===== src/rtl/axi4_if.sv =====
// rtl/axi4_if.sv - AXI4-Lite channel bundle with manager/subordinate views
interface axi4_if #(
  parameter int ADDR_WIDTH = 32,
  parameter int DATA_WIDTH = 32
) ();

  logic [ADDR_WIDTH-1:0] awaddr;
  logic                  awvalid;
  logic                  awready;
  logic [DATA_WIDTH-1:0] wdata;
  logic                  wvalid;
  logic                  wready;
  logic [1:0]            bresp;
  logic                  bvalid;
  logic                  bready;
  logic [ADDR_WIDTH-1:0] araddr;
  logic                  arvalid;
  logic                  arready;
  logic [DATA_WIDTH-1:0] rdata;
  logic [1:0]            rresp;
  logic                  rvalid;
  logic                  rready;

  modport manager (
    output awaddr, awvalid, input awready,
    output wdata, wvalid, input wready,
    input bresp, bvalid, output bready,
    output araddr, arvalid, input arready,
    input rdata, rresp, rvalid, output rready
  );

  modport subordinate (
    input awaddr, awvalid, output awready,
    input wdata, wvalid, output wready,
    output bresp, bvalid, input bready,
    input araddr, arvalid, output arready,
    output rdata, rresp, rvalid, input rready
  );

endinterface


===== src/rtl/axi4_lite_arb.sv =====
// rtl/axi4_lite_arb.sv - multi-requester AXI4-Lite manager; AXI4_LITE_ARB_RR_EN selects round-robin over fixed priority
module axi4_lite_arb #(
  parameter int NUM_REQ    = 4,
  parameter int DATA_WIDTH = 32,
  parameter int ADDR_WIDTH = 32
) (
  input  logic                          aclk,
  input  logic                          aresetn,
  input  logic [NUM_REQ-1:0]            req_valid,
  input  logic [NUM_REQ-1:0]            req_write,
  input  logic [NUM_REQ*ADDR_WIDTH-1:0] req_addr,
  input  logic [NUM_REQ*DATA_WIDTH-1:0] req_wdata,
  output logic [NUM_REQ-1:0]            req_ready,
  output logic [NUM_REQ-1:0]            rsp_valid,
  output logic [DATA_WIDTH-1:0]         rsp_rdata,
  output logic [1:0]                    rsp_resp,
  axi4_if.manager                       m_axi
);

  localparam int IDX_W = $clog2(NUM_REQ);

  typedef enum logic [2:0] {
    IDLE    = 3'd0,
    WR_ADDR = 3'd1,
    WR_RESP = 3'd2,
    RD_ADDR = 3'd3,
    RD_DATA = 3'd4,
    RESP    = 3'd5
  } state_t;

  state_t           state;
  logic [IDX_W-1:0] gnt;
  logic [IDX_W-1:0] start;
  logic [IDX_W-1:0] sel_idx;
  logic             sel_any;

`ifdef AXI4_LITE_ARB_RR_EN
  logic [IDX_W-1:0] ptr;
  assign start = ptr;

  // Pointer moves just past the winner on every grant so each requester gets a turn
  always_ff @(posedge aclk or negedge aresetn) begin
    if (!aresetn) begin
      ptr <= '0;
    end else if (state == IDLE && sel_any) begin
      ptr <= (sel_idx == IDX_W'(NUM_REQ - 1)) ? '0 : sel_idx + 1'b1;
    end
  end
`else
  assign start = '0;
`endif

  // Scan from 'start' in wrap order; the first valid requester found wins
  always_comb begin
    logic [IDX_W-1:0] cand;
    int               j;
    sel_idx = '0;
    sel_any = 1'b0;
    cand    = '0;
    j       = 0;
    for (int k = NUM_REQ - 1; k >= 0; k--) begin
      j = int'(start) + k;
      if (j >= NUM_REQ) j = j - NUM_REQ;
      cand = j[IDX_W-1:0];
      if (req_valid[cand]) begin
        sel_idx = cand;
        sel_any = 1'b1;
      end
    end
  end

  // Accept strobe follows the live request in IDLE so the grant lands in the cycle it is seen
  always_comb begin
    req_ready = '0;
    if (aresetn && state == IDLE && sel_any) req_ready[sel_idx] = 1'b1;
  end

  // Transaction sequencer: captures the winner's command and walks it through the AXI channels
  always_ff @(posedge aclk or negedge aresetn) begin
    if (!aresetn) begin
      state         <= IDLE;
      gnt           <= '0;
      rsp_valid     <= '0;
      rsp_rdata     <= '0;
      rsp_resp      <= '0;
      m_axi.awaddr  <= '0;
      m_axi.awvalid <= 1'b0;
      m_axi.wdata   <= '0;
      m_axi.wvalid  <= 1'b0;
      m_axi.bready  <= 1'b0;
      m_axi.araddr  <= '0;
      m_axi.arvalid <= 1'b0;
      m_axi.rready  <= 1'b0;
    end else begin
      rsp_valid <= '0;
      unique case (state)
        IDLE: begin
          if (sel_any) begin
            gnt <= sel_idx;
            if (req_write[sel_idx]) begin
              m_axi.awaddr  <= req_addr[int'(sel_idx)*ADDR_WIDTH +: ADDR_WIDTH];
              m_axi.wdata   <= req_wdata[int'(sel_idx)*DATA_WIDTH +: DATA_WIDTH];
              m_axi.awvalid <= 1'b1;
              m_axi.wvalid  <= 1'b1;
              state         <= WR_ADDR;
            end else begin
              m_axi.araddr  <= req_addr[int'(sel_idx)*ADDR_WIDTH +: ADDR_WIDTH];
              m_axi.arvalid <= 1'b1;
              state         <= RD_ADDR;
            end
          end
        end
        WR_ADDR: begin
          // Each channel retires on its own handshake; a low valid means it already did
          if (m_axi.awready) m_axi.awvalid <= 1'b0;
          if (m_axi.wready)  m_axi.wvalid  <= 1'b0;
          if ((!m_axi.awvalid || m_axi.awready) && (!m_axi.wvalid || m_axi.wready)) begin
            m_axi.bready <= 1'b1;
            state        <= WR_RESP;
          end
        end
        WR_RESP: begin
          if (m_axi.bvalid) begin
            m_axi.bready   <= 1'b0;
            rsp_rdata      <= '0;
            rsp_resp       <= m_axi.bresp;
            rsp_valid[gnt] <= 1'b1;
            state          <= RESP;
          end
        end
        RD_ADDR: begin
          if (m_axi.arready) begin
            m_axi.arvalid <= 1'b0;
            m_axi.rready  <= 1'b1;
            state         <= RD_DATA;
          end
        end
        RD_DATA: begin
          if (m_axi.rvalid) begin
            m_axi.rready   <= 1'b0;
            rsp_rdata      <= m_axi.rdata;
            rsp_resp       <= m_axi.rresp;
            rsp_valid[gnt] <= 1'b1;
            state          <= RESP;
          end
        end
        RESP: begin
          state <= IDLE;
        end
        default: begin
          state <= IDLE;
        end
      endcase
    end
  end

endmodule


===== src/flat_wrapper.sv =====
// flat-port wrapper written by rule: the top's interface ports become plain ports
module axi4_lite_arb_flat 
#(
  parameter int NUM_REQ    = 4,
  parameter int DATA_WIDTH = 32,
  parameter int ADDR_WIDTH = 32
)
  (aclk, aresetn, req_valid, req_write, req_addr, req_wdata, req_ready, rsp_valid, rsp_rdata, rsp_resp, m_axi_awaddr, m_axi_awvalid, m_axi_awready, m_axi_wdata, m_axi_wvalid, m_axi_wready, m_axi_bresp, m_axi_bvalid, m_axi_bready, m_axi_araddr, m_axi_arvalid, m_axi_arready, m_axi_rdata, m_axi_rresp, m_axi_rvalid, m_axi_rready);
  axi4_if #(.ADDR_WIDTH(ADDR_WIDTH), .DATA_WIDTH(DATA_WIDTH)) m_axi_i ();
  input  logic aclk;
  input  logic aresetn;
  input  logic [NUM_REQ-1:0] req_valid;
  input  logic [NUM_REQ-1:0] req_write;
  input  logic [NUM_REQ*ADDR_WIDTH-1:0] req_addr;
  input  logic [NUM_REQ*DATA_WIDTH-1:0] req_wdata;
  output logic [NUM_REQ-1:0] req_ready;
  output logic [NUM_REQ-1:0] rsp_valid;
  output logic [DATA_WIDTH-1:0] rsp_rdata;
  output logic [1:0] rsp_resp;
  output wire logic [$bits(m_axi_i.awaddr)-1:0] m_axi_awaddr;
  output wire logic [$bits(m_axi_i.awvalid)-1:0] m_axi_awvalid;
  input wire logic [$bits(m_axi_i.awready)-1:0] m_axi_awready;
  output wire logic [$bits(m_axi_i.wdata)-1:0] m_axi_wdata;
  output wire logic [$bits(m_axi_i.wvalid)-1:0] m_axi_wvalid;
  input wire logic [$bits(m_axi_i.wready)-1:0] m_axi_wready;
  input wire logic [$bits(m_axi_i.bresp)-1:0] m_axi_bresp;
  input wire logic [$bits(m_axi_i.bvalid)-1:0] m_axi_bvalid;
  output wire logic [$bits(m_axi_i.bready)-1:0] m_axi_bready;
  output wire logic [$bits(m_axi_i.araddr)-1:0] m_axi_araddr;
  output wire logic [$bits(m_axi_i.arvalid)-1:0] m_axi_arvalid;
  input wire logic [$bits(m_axi_i.arready)-1:0] m_axi_arready;
  input wire logic [$bits(m_axi_i.rdata)-1:0] m_axi_rdata;
  input wire logic [$bits(m_axi_i.rresp)-1:0] m_axi_rresp;
  input wire logic [$bits(m_axi_i.rvalid)-1:0] m_axi_rvalid;
  output wire logic [$bits(m_axi_i.rready)-1:0] m_axi_rready;
  assign m_axi_awaddr = m_axi_i.awaddr;
  assign m_axi_awvalid = m_axi_i.awvalid;
  assign m_axi_i.awready = m_axi_awready;
  assign m_axi_wdata = m_axi_i.wdata;
  assign m_axi_wvalid = m_axi_i.wvalid;
  assign m_axi_i.wready = m_axi_wready;
  assign m_axi_i.bresp = m_axi_bresp;
  assign m_axi_i.bvalid = m_axi_bvalid;
  assign m_axi_bready = m_axi_i.bready;
  assign m_axi_araddr = m_axi_i.araddr;
  assign m_axi_arvalid = m_axi_i.arvalid;
  assign m_axi_i.arready = m_axi_arready;
  assign m_axi_i.rdata = m_axi_rdata;
  assign m_axi_i.rresp = m_axi_rresp;
  assign m_axi_i.rvalid = m_axi_rvalid;
  assign m_axi_rready = m_axi_i.rready;
  axi4_lite_arb #(.NUM_REQ(NUM_REQ), .DATA_WIDTH(DATA_WIDTH), .ADDR_WIDTH(ADDR_WIDTH)) u_core (.aclk(aclk), .aresetn(aresetn), .req_valid(req_valid), .req_write(req_write), .req_addr(req_addr), .req_wdata(req_wdata), .req_ready(req_ready), .rsp_valid(rsp_valid), .rsp_rdata(rsp_rdata), .rsp_resp(rsp_resp), .m_axi(m_axi_i));
endmodule

===== config.mk =====
export PLATFORM = sky130hd
export DESIGN_NAME = axi4_lite_arb_flat
export DESIGN_NICKNAME = d
export VERILOG_FILES = /design/src/rtl/axi4_if.sv /design/src/rtl/axi4_lite_arb.sv /design/src/flat_wrapper.sv
export SDC_FILE = /design/constraint.sdc
export NUM_CORES = 1
export LEC_CHECK = 0
export CORE_AREA = 2 2 176 178
export CTS_BUF_LIST = sky130_fd_sc_hd__clkbuf_8
export CTS_CLUSTER_SIZE = 14
export DETAILED_ROUTE_END_ITERATION = 10
export DIE_AREA = 0 0 178 180
export DONT_BUFFER_PORTS = 1
export GPL_ROUTABILITY_DRIVEN = 0
export PLACE_DENSITY = 0.48
export REMOVE_ABC_BUFFERS = 1
export SLEW_MARGIN = 40
export SYNTH_ARGS = -nofsm -noshare
export SYNTH_HDL_FRONTEND = slang
export SYNTH_SLANG_ARGS = --single-unit

===== constraint.sdc =====
create_clock -name aclk -period 2 [get_ports aclk]
set_input_delay 0.3 -clock aclk [delete_from_list [all_inputs] [get_ports aclk]]
set_output_delay 0.3 -clock aclk [all_outputs]
set_load 0.05 [all_outputs]

* Word-level counts from Yosys, hierarchy flattened *
Cells that the tools add are included.
Widths: inputs -> output; s select.

word-level totals
  flip-flop bits (word level) = 144
  bits of input ports = 307
  word-level logic and storage cells = 105

cells by class
  magnitude comparators = 4
  equal/unequal tests = 13
  shift operators = 2
  multiplexer cells = 47
  bitwise operators = 1
  reductions and logical operators = 25

operators by type and width
  kind                number
  $shiftx 128x8->32   2
  $mux 32             2
  $pmux 32 s2         1
  $mux 1              18
  $mux 3              5
  $pmux 3 s5          1
  $reduce_and 3->1    5
  $mux 2              7
  $ne 2x2->1 const B  7
  $mux 4              3
  $reduce_and 4->1    3
  $pmux 1 s2          5
  $reduce_bool 2->1   5
  $pmux 4 s2          1
  $eq 3x2->1 const B  2
  $lt 2x3->1 const B  2
  $logic_and 1x1->1   5
  $reduce_and 5->1    1
  $demux 1 s2         2
  $ge 2x1->1 const B  2
  $ne 2x1->1 const B  2
  $pmux 2 s2          1
  $eq 3x1->1 const B  1
  $eq 3x3->1 const B  1
  6 further kinds     8

* Depth between registers and ports, before layout *
Gate-level depths: netlist (run 1).

  depth in word-level cells = 9
  depth in mapped cells = 7
  mapped depth without buffers = 4

* Worst setup path after synthesis (run 1) *
Ideal clock, no wire load.

  path kind = input-to-output
  start point = in req_valid[0]
  end point = out req_ready[3]
  arrival time = 1672 ps
  slack = 28 ps
  stages on the path = 4
  path buffers = 2
  path through = buf_2 > nor4b_2 > clkbuf_1 > and3_1

on the way
  cells in the longest elaborated chain, start to end = 6
  elaborated cells on any way between the ends = 9

ends and longest elaborated chain
  element                                                         line                 RTL
  from (decl)                                                     flat_wrapper.sv:12   input logic [NUM_REQ-1:0] req_valid;
  $mux 2                                                          axi4_lite_arb.sv:65  if (req_valid[cand]) begin
  $lt 2x3->1 (not written as such) or $ge 2x1->1 (tied branches)  axi4_lite_arb.sv:75  if (aresetn && state == IDLE && sel_any) req_ready[sel_idx] = 1'b1;
  $logic_and 1x1->1 (not written as such)                         axi4_lite_arb.sv:75
  $mux 1 (not written as such)                                    axi4_lite_arb.sv:75
  $demux 1 s2                                                     n/a
  $mux 4 (*)                                                      axi4_lite_arb.sv:75
  to (decl)                                                       flat_wrapper.sv:16   output logic [NUM_REQ-1:0] req_ready;

Every way passes the cells marked *; elsewhere a longest branch is shown, timed or not.

* Worst setup path in the final report (run 1) *
  start point = reg u_core.state[1]
  end point = reg u_core.m_axi.araddr[26]

on the way
  cells in the longest elaborated chain, start to end = 2

ends and longest elaborated chain
  element                            line                  RTL
  from (decl)                        axi4_lite_arb.sv:31   state_t state;
  from (signal assigned)             axi4_lite_arb.sv:81   state <= IDLE;
  from (signal assigned)             axi4_lite_arb.sv:105  state <= WR_ADDR;
  from (signal assigned)             axi4_lite_arb.sv:109  state <= RD_ADDR;
  $logic_not 3->1                    axi4_lite_arb.sv:96   unique case (state)
  $reduce_and 3->1 (no source line)  n/a
  to (signal assigned)               axi4_lite_arb.sv:107  m_axi.araddr <= req_addr[int'(sel_idx)*ADDR_WIDTH +: ADDR_WIDTH];
  to (decl)                          axi4_if.sv:28         output araddr, arvalid, input arready,

No other way between the ends.
A chain may end at the register's enable or synchronous reset.

==> results of run 1 <==
-- layer usage --
layer / up-vias / GRT usage [%]
met5: - / 0
met4: 0 / 4.230
met3: 15 / 5.330
met2: 313 / 23.98
met1: 2777 / 15.57
li1: 2594 / -
-- kinds of logic (layout without fill, tap and decap cells) --
group,after synthesis,after routing,synth area share [%]
mux,99,99,15.73
compound gates,217,217,21.05
buf+inv,101,124,6.183
other cells,0,2,0
flops,144,144,48.39
simple gates,141,141,8.653
-- registers in the layout (all words and copies together), names as in the netlist, 2 cells and up --
| signal | flops |
|---|---|
| u_core.state | 3 |
| u_core.m_axi.wdata | 32 |
| u_core.rsp_valid | 4 |
| u_core.rsp_resp | 2 |
| u_core.gnt | 2 |
| u_core.m_axi.araddr | 32 |
| u_core.rsp_rdata | 32 |
| u_core.m_axi.awaddr | 32 |
-- worst reg2reg max path, cell delays in order, from the launching register on --
cell and delay, ns:
dfrtp_1 0.42, nor3_4 0.21, and2b_2 0.18, buf_4 0.12
nor3b_4 0.21, buf_12 0.24, mux2_2 0.42
-- cell usage after synthesis (2+ instances only) --
cell type  instances
buf_6              8
buf_2             14
o21a_1             4
o21ai_0           73
nor3b_1            4
o22ai_1            2
a221o_1           32
mux2i_1            3
mux2_4            16
and3_1             6
nand3b_1           4
nand2b_1           2
mux2_2            80
nor2_1             2
a222oi_1          32
a21oi_1           35
a21o_1             2
nor2b_1            3
a22o_1            32
nor3_1             3
clkbuf_1          41
nand2_1          110
dfrtp_1          144
inv_1             36
-- where the power goes --
group | switching (mW) | total, mW | internal (mW)
registers | 5.49 | 9.63 | 4.14
logic | 1.49 | 3.44 | 1.95
clock network | 1.26 | 2.46 | 1.20
-- cell type report --
class                      instances  share of cell area [%]
inverter                          36                   1.551
clock buffer                      19                   3.001
antenna                            2                 0.05744
clock inverter                    13                   1.709
tap                              396                   5.686
sequential                       144                   41.36
timing repair buffer              56                   7.252
multi-input combinational        457                   39.39
-- how the worst min path moves through the flow --
stage | from | to | slack [ns] | cells after the start
after floorplan | aresetn | u_core.gnt[0]$_DFFE_PN0P_ | 0.004 | 0
after global placement | aresetn | u_core.m_axi.araddr[28]$_DFFE_PN0P_ | 0.008 | 0
after detailed placement | aresetn | u_core.m_axi.araddr[10]$_DFFE_PN0P_ | 0.007 | 0
after CTS | aresetn | u_core.m_axi.araddr[10]$_DFFE_PN0P_ | -0.52 | 0
after global routing | aresetn | u_core.m_axi.araddr[10]$_DFFE_PN0P_ | -0.53 | 0
final | aresetn | u_core.m_axi.araddr[28]$_DFFE_PN0P_ | -0.46 | 0
-- per-stage QoR --
step	hold WS (ns)	util, %	instance area (um^2)	setup WS (ns)	TNS [ns]
floorplan	0.004409	-	7122	-2.339	-176.00
global placement	0.007892	26.24	7923	0.1828	0
detailed placement	0.007192	26.24	7923	0.1295	0
CTS	-0.5154	28.78	8690	0.02533	0
global route	-0.5321	28.86	8713	0.003943	0
finish	-0.4613	28.86	8713	0.09410	0
-- repair_timing --
item                                    CTS  global route
pin swaps                                 0             0
setup buffers                             0             1
endpoints found under the setup margin    1             4
hold endpoints to repair                179           144
gates cloned                              0             0
resized for setup                         2             3
==> reports/qor.yml, run 1 <==
clock_network:
  cts-root-buf: "clkbuf_8"
  cts_inserted_buffers: 17
  ctsHoldBuffers: 35
  h-tree-depth: 4
  clock_latency_ns: 0.45
  cts_tree: "built"
  clkTransAtPathRegs_ns: 0.09
  cts.path.max_buffers: 2
  cts_sinks: 144
pwr:
  vdd_ir_drop_max_uv: 757.1
  p_per_area_nw_per_um2: 1782
  finalPower_mw: 15.53
  leakage_nw: 3.734
setup_path:
  cp-start-kind: "flop"
  worstPathRequired_ns: 2.33
  crit_family: "simple AND/OR/NAND/NOR gates"
  worstSetupPathDepth: 6
  critical_path_arrival_ns: 2.23
  crit_type: "flop to flop"
  timing.rr.end: "u_core.m_axi.araddr[26]$_DFFE_PN0P_"
  endpoint: "u_core.m_axi.araddr[26]$_DFFE_PN0P_"
  r2r_start: "u_core.state[1]$_DFFE_PN0P_"
  end_kind: "flop"
  crit_chain: "nor3_4, and2b_2, buf_4, nor3b_4, buf_12, mux2_2"
  critical_path.slowest_cell: "dfrtp_1"
  worst-path-max-fanout: 34
  cp-startpoint: "u_core.state[1]$_DFFE_PN0P_"
  r2r_slack_ns: 0.09
  reg2reg_depth: 6
  slowest_delay_ns: 0.42
  cp.buffers_inverters: 2
routing:
  wl_met1_um: 8651
  vias: 5699
  highest_layer: "met4"
  drc: 0
  drt_pass1_iterations: 8
  wl_met2_um: 11610
  routedWlPerCell_um: 20.52
  drt_iter0_drc: 493
  wirelength_um: 23050
  vias_per_cell: 5.075
  wl_met3_um: 2415
  ant_nets: 0
synthesis:
  ys_types: 38
  ys.warnings.count: 0
  yosys_most_used_dff: "dfrtp_1"
  syn-mean-instance-area_um2: 10.61
  synth_area_leaders: "dfrtp_1 48%, mux2_2 12%, nand2_1 5.5%"
  synth-async-reset-ratio_pct: 100.0
  synth_top_area_share_pct: 48.39
  synth_area_leader_cell: "dfrtp_1"
  ys_seq_area_share_pct: 48.39
  synth_edf_count: 0
  synthCells: 702
  ys_ff_latch: 144
  syn_area_um2: 7447
global_routing:
  grt_pass1_vias: 5631
  grt_max_degree: 149
  grt_overflow_total: 0
  grt.total_usage_pct: 13.84
  grt_pass1_wl_um: 33670
  antenna_found_initial: 2
timing:
  slew_headroom_pct: 52.87
  drv_slew: 0
  finalSetupViolations: 0
  fmax_mhz: 524.7
  rsz0062_at_grt: "no"
  hold_ws_ns: -0.4613
  fin_crit_ns: 1.906
  hold_violations: 144
  layout_worst_path_cycle_share_pct: 95.30
  finClkSkew_ns: 0.01937
  tightestPinTransition_ns: 0.7070
floorplanning:
  dieArea_um2: 32040
  initial_core_util_pct: 24.67
  coreArea_um2: 30190
  die_h_um: 180
  die_w_um: 178
  rows: 64
  ios: 450
finish:
  layout-drive-gt1-share_pct: 22.76
  layout_common_cells: "144 x dfrtp_1, 110 x nand2_1, 80 x mux2_2"
  final_cells: 1123
  mostFrequentLayoutCell: "dfrtp_1"
  multi_input_area_um2: 3432
  area_growth_pct: 17.00
  final_net_count: 1019
  seqCellArea_um2: 3603
  fillers: 3147
placed_design:
  dp_cells: 1053
  dp_hpwl_um: 16260
  port_buffers: 0
flow_run:
  drv_cap: 0
status:
  failed_checks: "hold timing"
  status: "finished, violations left"
worst_hold_path:
  hp-class: "input pin to asynchronous set/reset pin"
Power figures use the tool's default switching activity.
==> run 2: changes to the inputs <==
- CORE_AREA: 2 2 176 178 -> 4 4 173 175
- DIE_AREA: 0 0 178 180 -> 0 0 177 179
- PLACE_DENSITY: 0.48 -> 0.5
==> run 2 against run 1 <==
The flow still finishes with violations (hold timing); setup slack improved by 0.034 ns; combinational power about the same; first-iteration DRC count down 5.1%; design area is 0.17% higher; critical endpoint is now req_ready[1]; largest cell class unchanged.
==> reports/qor.yml, run 2 (synthesized netlist as in run 1, its figures left out) <==
floorplanning:
  die_w_um: 177
  dieArea_um2: 31680
  initial_core_util_pct: 26.16
  rows: 62
  coreArea_um2: 28470
  ios: 450
  die_h_um: 179
finish:
  fillers: 2963
  area_growth_pct: 17.20
  seqCellArea_um2: 3603
  fin_util_pct: 30.66
  layout_common_cells: "144 x dfrtp_1, 110 x nand2_1, 80 x mux2_2"
  layout-drive-gt1-share_pct: 22.82
  mostFrequentLayoutCell: "dfrtp_1"
  finalInstanceArea_um2: 8728
  multi_input_area_um2: 3437
  final_net_count: 1017
clock_network:
  cts_inserted_buffers: 17
  cts.path.max_buffers: 2
  cts_sinks: 144
  clock_latency_ns: 0.43
  clkTransAtPathRegs_ns: 0.09
  cts-root-buf: "clkbuf_8"
  h-tree-depth: 4
  cts_tree: "built"
  cts_setup_buffers: 0
setup_path:
  crit_chain: "nor3_4, buf_4, and3_1, buf_12"
  crit_type: "flop to output port"
  critical_path_arrival_ns: 1.57
  critical_path.slowest_cell: "dfrtp_1"
  worst-path-max-fanout: 8
  cp-start-kind: "flop"
  worstPathRequired_ns: 1.70
  end_kind: "output port"
  slowest_delay_ns: 0.42
timing:
  fmax_mhz: 534.3
  fin_crit_ns: 1.872
  finClkSkew_ns: 0.01583
  hold_violations: 144
  slew_headroom_pct: 47.46
  tightestPinTransition_ns: 0.7880
  hold_ws_ns: -0.4403
  rsz0062_at_grt: "yes"
  fin_setup_tns_ns: 0
  finalSetupViolations: 0
  drv_slew: 0
  layout_worst_path_cycle_share_pct: 93.59
global_routing:
  grt_overflow_total: 0
  grt.total_usage_pct: 14.18
  grt_pass1_wl_um: 34820
  antenna_found_initial: 2
  grt_max_degree: 149
  grt_pass1_vias: 5666
routing:
  vias_per_cell: 5.214
  drc: 0
  vias: 5782
  routedWlPerCell_um: 22.04
  wirelength_um: 24440
  drt_pass1_iterations: 8
  drt_iter0_drc: 468
  ant_nets: 0
flow_run:
  drv_cap: 0
pwr:
  vdd_ir_drop_max_uv: 763.9
  leakage_nw: 3.743
  finalPower_mw: 15.66
  p_per_area_nw_per_um2: 1794
status:
  failed_checks: "hold timing"
  status: "finished, violations left"
worst_hold_path:
  hp-class: "input pin to asynchronous set/reset pin"
placed_design:
  port_buffers: 0
  dp_hpwl_um: 17320
  placed_area_um2: 7953
==> run 2: cell type report <==
type / instances / area share, %
clock buffers: 18 / 2.838
well taps: 384 / 5.505
repair buffers: 54 / 7.311
diodes: 2 / 0.05734
clock inverters: 14 / 2.079
multi-input cells: 457 / 39.38
flip-flops and latches: 144 / 41.28
inverters: 36 / 1.548
==> run 2: path summary, 6_finish.rpt <==
check	startpoint	endpoint	slack (ns)	cells after the start
max	u_core.state[1]$_DFFE_PN0P_	req_ready[1]	0.13	4
min	aresetn	u_core.m_axi.araddr[0]$_DFFE_PN0P_	-0.44	0
max reg2reg	u_core.state[1]$_DFFE_PN0P_	u_core.m_axi.araddr[15]$_DFFE_PN0P_	0.20	5
min reg2reg	u_core.gnt[1]$_DFFE_PN0P_	u_core.rsp_valid[1]$_DFF_PN0_	0.52	1
max in group asynchronous	aresetn	u_core.m_axi.wvalid$_DFFE_PN0P_	2.23	0
min in group aclk	m_axi_rdata[20]	u_core.rsp_rdata[20]$_DFFE_PN0P_	0.05	2
==> run 2: stage by stage <==
stage	instances	setup slack, ns	hold slack (ns)
2_1_floorplan	637	-2.339	0.004409
3_3_place_gp	1042	0.1901	0.007462
3_5_place_dp	1042	0.1683	0.006896
4_1_cts	1106	0.01972	-0.5008
5_1_grt	1109	-0.009392	-0.5138
6_report	1109	0.1283	-0.4403
==> run 2: per-layer routing <==
layer	part of all wire, %	GRT usage (%)	vias up
li1	-	-	2590
met4	2.4	5.126	0
met3	10	5.694	30
met1	39	16.85	2868
met5	0	0	-
met2	48	23.29	294
==> run 2: worst max-delay path, delay by kind of cell, from the launching register on <==
family                 cells  cell delay, ns
DFF                        1            0.42
and+or+nand+nor            2            0.40
buffers and inverters      2            0.34
==> run 2: what timing repair did <==
action	4_1_cts	5_1_grt
resized for setup	0	3
hold buffers	32	1
setup endpoints to repair	0	3
endpoints found under the hold margin	176	145
==> run 2: power by group <==
| part | switching, mW | internal, mW | leakage [nW] |
|---|---|---|---|
| clock | 1.25 | 1.29 | 0.213 |
| combinational | 1.52 | 1.94 | 1.74 |
| sequential | 5.51 | 4.14 | 1.79 |
==> run 3: changes to the inputs <==
- CORE_AREA: 4 4 173 175 -> 4 4 171 173
- DIE_AREA: 0 0 177 179 -> 0 0 175 177
- PLACE_DENSITY: 0.5 -> 0.51
==> run 3 against run 2 <==
The run still ends with hold timing left; clock power rose by 12%; global-route usage rose by 0.84 points; first-iteration DRC count rose by 10%; cell count rose by 0.27%; clock skew fell by 0.00070 ns; via count fell by 0.31%; setup slack got worse by 0.072 ns; die area fell by 2.2%; power rose by 2.6%; highest routed layer unchanged.
==> reports/qor.yml, run 3 (synthesized netlist as in run 1, its figures left out) <==
status:
  status: "finished, violations left"
  failed_checks: "hold timing"
setup_path:
  crit_type: "flop to output port"
  critical_path.slowest_cell: "dfrtp_1"
  cp-startpoint: "u_core.state[1]$_DFFE_PN0P_"
  worst-path-max-fanout: 2
  r2r_start: "u_core.state[1]$_DFFE_PN0P_"
  crit_family: "simple AND/OR/NAND/NOR gates"
  crit_chain: "nor3_4, and2b_1, buf_6, and3_4, buf_12"
  end_kind: "output port"
  cp-start-kind: "flop"
  critical_path_arrival_ns: 1.64
  slowest_delay_ns: 0.42
  cp.buffers_inverters: 2
  worstPathRequired_ns: 1.70
pwr:
  p_switching_mw: 8.331
  p_per_area_nw_per_um2: 1823
  p_clk_share_pct: 17.7
  p_int_mw: 7.725
  vdd_ir_drop_max_uv: 642.9
  seqPwrFrac_pct: 60.2
  leakage_nw: 3.813
  finalPower_mw: 16.06
  p_sw_share_pct: 51.88
  combPwrFrac_pct: 22.2
routing:
  drt_iter0_drc: 516
  vias: 5764
  vias_per_cell: 5.183
  routedWlPerCell_um: 22.53
  ant_nets: 0
  drt_pass1_iterations: 10
  drc: 0
  wirelength_um: 25050
worst_hold_path:
  hp-class: "input pin to asynchronous set/reset pin"
floorplanning:
  ios: 450
  coreArea_um2: 27630
  die_w_um: 175
  die_h_um: 177
  initial_core_util_pct: 26.95
  dieArea_um2: 30980
  rows: 61
finish:
  mostFrequentLayoutCell: "dfrtp_1"
  multi_input_area_um2: 3431
  seqCellArea_um2: 3603
  fillers: 2825
  layout-drive-gt1-share_pct: 23.47
  layout_common_cells: "144 x dfrtp_1, 110 x nand2_1, 80 x mux2_2"
  area_growth_pct: 18.30
  final_net_count: 1027
  finalInstanceArea_um2: 8810
timing:
  fin_setup_tns_ns: 0
  hold_violations: 144
  slew_headroom_pct: 50.95
  drv_slew: 0
  layout_worst_path_cycle_share_pct: 97.20
  hold_ws_ns: -0.4537
  fin_crit_ns: 1.944
  finalSetupViolations: 0
  finClkSkew_ns: 0.01513
  tightestPinTransition_ns: 0.7357
  fmax_mhz: 514.4
  rsz0062_at_grt: "yes"
placed_design:
  placed_area_um2: 7913
  port_buffers: 0
  dp_hpwl_um: 17720
global_routing:
  grt_max_degree: 149
  grt_pass1_wl_um: 35870
  grt_overflow_total: 0
  grt.total_usage_pct: 15.02
  antenna_found_initial: 1
  grt_pass1_vias: 5752
clock_network:
  clock_latency_ns: 0.43
  clkTransAtPathRegs_ns: 0.10
  cts_inserted_buffers: 17
  h-tree-depth: 4
  cts_sinks: 144
  cts.path.max_buffers: 2
  cts_tree: "built"
  cts-root-buf: "clkbuf_8"
flow_run:
  drv_cap: 0
[run 3: what timing repair did]
item,CTS,global route
gates cloned,0,1
gates resized for setup,3,0
endpoints found under the setup margin,1,19
hold buffers,33,1
buffers inserted,3,1
pin swaps,1,1
hold endpoints to repair,177,145
[run 3: path summary, 6_finish.rpt]
path | cells past startpoint | to | slack [ns]
max | 5 | req_ready[2] | 0.06
min | 0 | u_core.m_axi.araddr[11]$_DFFE_PN0P_ | -0.45
max reg2reg | 7 | u_core.m_axi.araddr[8]$_DFFE_PN0P_ | 0.11
min reg2reg | 1 | u_core.rsp_valid[1]$_DFF_PN0_ | 0.52
max in group asynchronous | 0 | u_core.m_axi.wdata[11]$_DFFE_PN0P_ | 2.18
min in group aclk | 2 | u_core.rsp_resp[1]$_DFFE_PN0P_ | 0.06
[run 3: area by class of cell]
cell class              instances  share of cell area [%]
well taps                     378                   5.369
clock inverters                14                   2.571
clock buffers                  18                   2.812
flip-flops and latches        144                   40.90
repair buffers                 64                   7.840
diodes                          1                 0.02841
multi-input cells             457                   38.94
inverters                      36                   1.534
[run 3: per-layer routing]
metal  share of wire, %  vias to the layer above  global-route usage [%]
met3                 10                       20                   6.195
met4                1.4                        0                   4.255
met2                 49                      315                   25.28
met1                 39                     2822                   17.75
met5                  0                        -                       0
li1                   -                     2607                       -
[run 3: metrics by stage]
stage | setup WS, ns | instances | utilization, %
floorplan | -2.339 | 637 | -
global placement | 0.1291 | 1040 | 28.64
detailed placement | 0.09188 | 1040 | 28.64
CTS | -0.01635 | 1108 | 31.68
global route | -0.05376 | 1112 | 31.89
finish | 0.05604 | 1112 | 31.89
[run 3: power groups by stage]
stage                     registers, mW  clock network (mW)  logic, mW
after floorplan                    9.39                   0       2.60
after global placement             9.77                   0       3.34
after detailed placement           9.76                   0       3.44
after CTS                          9.70                2.97       3.55
after global routing               9.83                3.08       3.96
final                              9.66                2.84       3.56
